`src/rtl/vpu_pathway_sequencer.sv`:
```
// vpu_pathway_sequencer: owns the VPU data_pathway select for one job,
// counting lane valids in/out and flagging completion, overflow, timeout.
module vpu_pathway_sequencer #(
    parameter int ROW_W       = 16,
    parameter int TIMEOUT_CYC = 64,
    parameter int TO_W        = 8
) (
    input  logic             clk,
    input  logic             rst,
    input  logic             cmd_valid,
    output logic             cmd_ready,
    input  logic [2:0]       cmd_pathway,
    input  logic [ROW_W-1:0] cmd_num_rows,
    input  logic             abort,
    input  logic             vpu_valid_in_1,
    input  logic             vpu_valid_in_2,
    input  logic             vpu_valid_out_1,
    input  logic             vpu_valid_out_2,
    output logic [2:0]       data_pathway,
    output logic [ROW_W-1:0] row_idx_1,
    output logic [ROW_W-1:0] row_idx_2,
    output logic             busy,
    output logic             done,
    output logic             err,
    output logic [1:0]       err_code
);
    typedef enum logic [1:0] {IDLE, RUN, DRAIN, DONE} state_t;

    state_t           state_q, state_d;
    logic [2:0]       pw_q, pw_d, dp_q;
    logic [ROW_W-1:0] n_q, n_d, in1_q, in1_d, in2_q, in2_d, out1_q, out1_d, out2_q, out2_d;
    logic [TO_W-1:0]  to_q, to_d;
    logic [1:0]       ec_q, ec_d;
    logic             err_q, err_d, busy_q, done_q;
    logic             active, cmd_ok, ovf;

    assign active = (state_q == RUN) || (state_q == DRAIN);
    assign cmd_ok = (cmd_pathway != 3'b000) && (cmd_pathway <= 3'b011) && (cmd_num_rows != '0);
    assign ovf    = (vpu_valid_in_1 && in1_q == n_q) || (vpu_valid_in_2 && in2_q == n_q) ||
                    (vpu_valid_out_1 && out1_q == n_q) || (vpu_valid_out_2 && out2_q == n_q);

    always_comb begin
        state_d = state_q;
        pw_d    = pw_q;
        n_d     = n_q;
        in1_d   = in1_q;
        in2_d   = in2_q;
        out1_d  = out1_q;
        out2_d  = out2_q;
        to_d    = to_q;
        err_d   = 1'b0;
        ec_d    = ec_q;
        if (active) begin
            in1_d  = in1_q + ROW_W'(vpu_valid_in_1 && in1_q != n_q);
            in2_d  = in2_q + ROW_W'(vpu_valid_in_2 && in2_q != n_q);
            out1_d = out1_q + ROW_W'(vpu_valid_out_1 && out1_q != n_q);
            out2_d = out2_q + ROW_W'(vpu_valid_out_2 && out2_q != n_q);
            err_d  = ovf;
            ec_d   = ovf ? 2'b10 : ec_q;
        end
        case (state_q)
            IDLE: if (cmd_valid) begin
                if (cmd_ok) begin
                    state_d = RUN;
                    pw_d    = cmd_pathway;
                    n_d     = cmd_num_rows;
                    in1_d   = '0;
                    in2_d   = '0;
                    out1_d  = '0;
                    out2_d  = '0;
                    to_d    = '0;
                    ec_d    = 2'b00;
                end else begin
                    err_d = 1'b1;
                    ec_d  = 2'b01;
                end
            end
            RUN: state_d = (in1_q == n_q && in2_q == n_q) ? DRAIN : RUN;
            DRAIN: begin
                to_d = (vpu_valid_out_1 || vpu_valid_out_2) ? '0 : to_q + TO_W'(1);
                if (out1_q == n_q && out2_q == n_q) begin
                    state_d = DONE;
                end else if (to_d == TO_W'(TIMEOUT_CYC)) begin
                    state_d = IDLE;
                    err_d   = 1'b1;
                    ec_d    = 2'b11;
                end
            end
            default: state_d = IDLE;
        endcase
        // abort silently drops the job, including any error raised this cycle
        if (abort && state_q != IDLE) begin
            state_d = IDLE;
            err_d   = 1'b0;
            ec_d    = ec_q;
        end
    end

    always_ff @(posedge clk or posedge rst) begin
        if (rst) begin
            state_q <= IDLE;
            pw_q    <= '0;
            dp_q    <= '0;
            n_q     <= '0;
            in1_q   <= '0;
            in2_q   <= '0;
            out1_q  <= '0;
            out2_q  <= '0;
            to_q    <= '0;
            ec_q    <= '0;
            err_q   <= 1'b0;
            busy_q  <= 1'b0;
            done_q  <= 1'b0;
        end else begin
            state_q <= state_d;
            pw_q    <= pw_d;
            dp_q    <= (state_d == IDLE) ? 3'b000 : pw_d;
            n_q     <= n_d;
            in1_q   <= in1_d;
            in2_q   <= in2_d;
            out1_q  <= out1_d;
            out2_q  <= out2_d;
            to_q    <= to_d;
            ec_q    <= ec_d;
            err_q   <= err_d;
            busy_q  <= (state_d == RUN) || (state_d == DRAIN);
            done_q  <= (state_d == DONE);
        end
    end

    assign cmd_ready    = (state_q == IDLE);
    assign data_pathway = dp_q;
    assign row_idx_1    = in1_q;
    assign row_idx_2    = in2_q;
    assign busy         = busy_q;
    assign done         = done_q;
    assign err          = err_q;
    assign err_code     = ec_q;
endmodule

```
`config.mk`:
```
export PLATFORM = sky130hd
export DESIGN_NAME = vpu_pathway_sequencer
export DESIGN_NICKNAME = d
export VERILOG_FILES = /design/src/rtl/vpu_pathway_sequencer.sv
export SDC_FILE = /design/constraint.sdc
export NUM_CORES = 1
export LEC_CHECK = 0
export ABC_CLOCK_PERIOD_IN_PS = 3100
export BUFFER_PORTS_ARGS = -buffer_cell sky130_fd_sc_hd__buf_2
export CAP_MARGIN = 40
export CORE_MARGIN = 10
export CORE_UTILIZATION = 53
export CTS_CLUSTER_DIAMETER = 150
export DETAILED_ROUTE_END_ITERATION = 10
export GPL_ROUTABILITY_DRIVEN = 1
export PLACE_DENSITY = 0.77
export SYNTH_ARGS = -nofsm -noshare
export SYNTH_HDL_FRONTEND = slang
export SYNTH_SLANG_ARGS = --single-unit
```
`constraint.sdc`:
```
create_clock -name clk -period 3.1 [get_ports clk]
set_clock_uncertainty 0.1 [all_clocks]
set_input_delay 0.62 -clock clk [delete_from_list [all_inputs] [get_ports clk]]
set_output_delay 0.62 -clock clk [all_outputs]
set_load 0.005 [all_outputs]
```
==> qor.yml <==
cp_top_family: "simple AND/OR/NAND/NOR gates"
synth_top_area_cell: "dfrtp_1"
num_antenna_cells: 0
pwr-share-comb: 0.303
pin_count: 68
power_frac_seq: 0.478
cts_setup_buffers: 0
place_congestion: 0.877
synth_seq_cells: 101
grt_pass1_wl_um: 22000
synth_fa_ha_area_frac: 0.0329
synth_cell_types: 48
clock.fmax_mhz: 359
clock-sinks: 101
dieArea_mm2: 0.0153
cts_buffer_depth: 2
synthesis.nets: 612
ys.flop_type: "dfrtp_1"
p_sw_frac: 0.366
vias: 4413
min_period_over_period: 0.899
fin_crit_ns: 2.79
synth_top_family_by_area: "simple AND/OR/NAND/NOR gates"
core_area_mm2: 0.0104
design_area_mm2: 0.00632
hp-class: "in2async"
netlist_area_mm2: 0.00570
layout_commonest_cell: "dfrtp_1"
cp_slowest_cell: "dfrtp_1"
antenna_found_initial: 0
final_hold_viol_count: 0
cap_violations: 0
cp-end-kind: "register"
hold_buffers: 0
syn2layout_area_growth_pct: 10.8
wl_um: 13700
numCtsBuffers: 9
dp_cells: 749
grt_max_degree: 58
synth-simple-area-share: 0.199
synthTopCellsByArea: "dfrtp_1, xor2_1, xnor2_1"
synth_edf_count: 0
hpwl_um: 10100
cts_resized: 0
port_buffers: 67
yosysWarnings: 0
relSlewSlack: 0.477
die_y_um: 124
layoutNonFillerInstCount: 765
vias_per_cell: 5.77
synth.mux.area_fraction: 0.0513
status: "finished clean"
die_w_um: 124
cp_max_fo: 5
p_clk_frac: 0.219
worst_pin_slew_ns: 0.783
clk_pin_slew_ns: 0.10
required_ns: 3.26
drive_gt1_frac: 0.196
drt-wirelength-per-cell_um: 18.0
setup_tns_ns: 0
switchingPower_mw: 1.54
start_kind: "register"
rsz0062_at_grt: "false"
initial_utilization: 0.548
p_leak_nw: 2.98
core.rowCount: 37
layout_common_cells: "dfrtp_1, xor2_1, nor2_1, buf_2, nand2_1"
synth_top_area_share: 0.443
setup_violations: 0
max_stage_delay_ns: 0.51
synthXorXnorAreaFrac: 0.172
yosysSeqAreaShare: 0.443
placed_cell_area_mm2: 0.00610
nets: 666
p_per_area_mw_per_mm2: 665
grt_pass1_vias: 4383
clock_latency_ns: 0.38
crit_type: "reg2reg"
intPower_mw: 2.66
cts_max_level: 3
power_mw: 4.20
drc: 0
dr.first_iter.drc_count: 337
cts_tree: "built"
drv_slew: 0
final_util: 0.606
firstDrtPassIters: 4
async_flop_share: 1.00
synth_compound_area_frac: 0.0564
cp.arrival_ns: 2.95
grt_overflow_total: 0
cts-root-buf: "clkbuf_8"
ant_nets: 0
syn_area_per_cell_um2: 10.0
crit_chain: "xor2_1, nor4_1, nand4_1, and2_1, ha_1, ha_1, nand3_1, nor2_1, nand4_1, xor2_1, nor2_1"
syn_inst: 570
cp_num_buf_inv: 0
ir_worst_vdd_v: 0.000295
grt_use_total: 0.181
[worst paths after layout]
kind	from	cells past startpoint	endpoint	slack, ns
setup / recovery	n_q[15]	11	out1_q[14]	0.31
hold / removal	rst	2	n_q[11]	0.27
setup reg to reg	n_q[15]	11	out1_q[14]	0.31
hold reg to reg	pw_q[1]	1	pw_q[1]	0.40
max in group asynchronous	rst	3	done	2.00
min in group clk	cmd_num_rows[10]	2	n_q[10]	0.38
[state kept, by name, indices dropped and copies added, names as in the netlist, 3 cells and up]
register	count
out1_q	16
out2_q	16
data_pathway	3
row_idx_1	16
pw_q	3
to_q	8
n_q	16
row_idx_2	16
[synthesized netlist by cell type (4+ instances only)]
cell	count
or3_1	12
mux2_2	18
nor2b_1	6
inv_1	9
buf_6	8
nor4_2	4
buf_2	11
nand4_1	33
a22o_1	4
buf_1	6
ha_1	15
nor4_1	10
clkbuf_1	6
xor2_1	76
nand3_1	20
mux2i_1	9
nor2_1	68
a21oi_1	15
and3_1	13
xnor2_1	36
dfrtp_1	101
nand2_1	38
o21ai_0	14
[metrics by stage]
| stage | hold WS (ns) | setup WS, ns |
|---|---|---|
| global route | 0.322 | 0.128 |
| detailed placement | 0.388 | 0.357 |
| CTS | 0.285 | 0.327 |
| finish | 0.268 | 0.312 |
| global placement | 0.375 | 0.407 |
| floorplan | 0.365 | 0.686 |
[cell type report]
cell class              instances  area, um2
inverters                       9       37.5
multi-input cells             426       2920
clock buffers                   9        124
clock inverters                 7       88.8
well taps                     136        170
fillers                       847       4100
repair buffers                 77        448
flip-flops and latches        101       2530
[kinds of logic (layout without fill, tap and decap cells)]
kind of cell	Yosys count	after routing
AO/OA/AOI/OAI	51	51
XOR/XNOR	112	112
adder cells (fa/ha/maj)	15	15
buffers and inverters	43	102
flip-flops	101	101
multiplexers	27	27
AND/OR/NAND/NOR	221	221
[power groups by stage]
stage | sequential (mW) | clock (mW) | combinational [mW]
global route | 2.03 | 0.997 | 1.40
CTS | 2.00 | 0.937 | 1.28
global placement | 2.01 | 0 | 1.22
floorplan | 1.72 | 0 | 1.27
detailed placement | 2.02 | 0 | 1.27
finish | 2.01 | 0.921 | 1.27
[per-layer routing]
| layer | vias up | global-route usage | wire length [um] |
|---|---|---|---|
| met5 | - | 0 | 0 |
| met4 | 0 | 0.0771 | 295 |
| met3 | 23 | 0.0267 | 636 |
| met2 | 111 | 0.306 | 7040 |
| met1 | 2212 | 0.226 | 5780 |
| li1 | 2067 | - | - |
(Power assumes the default switching activity.)
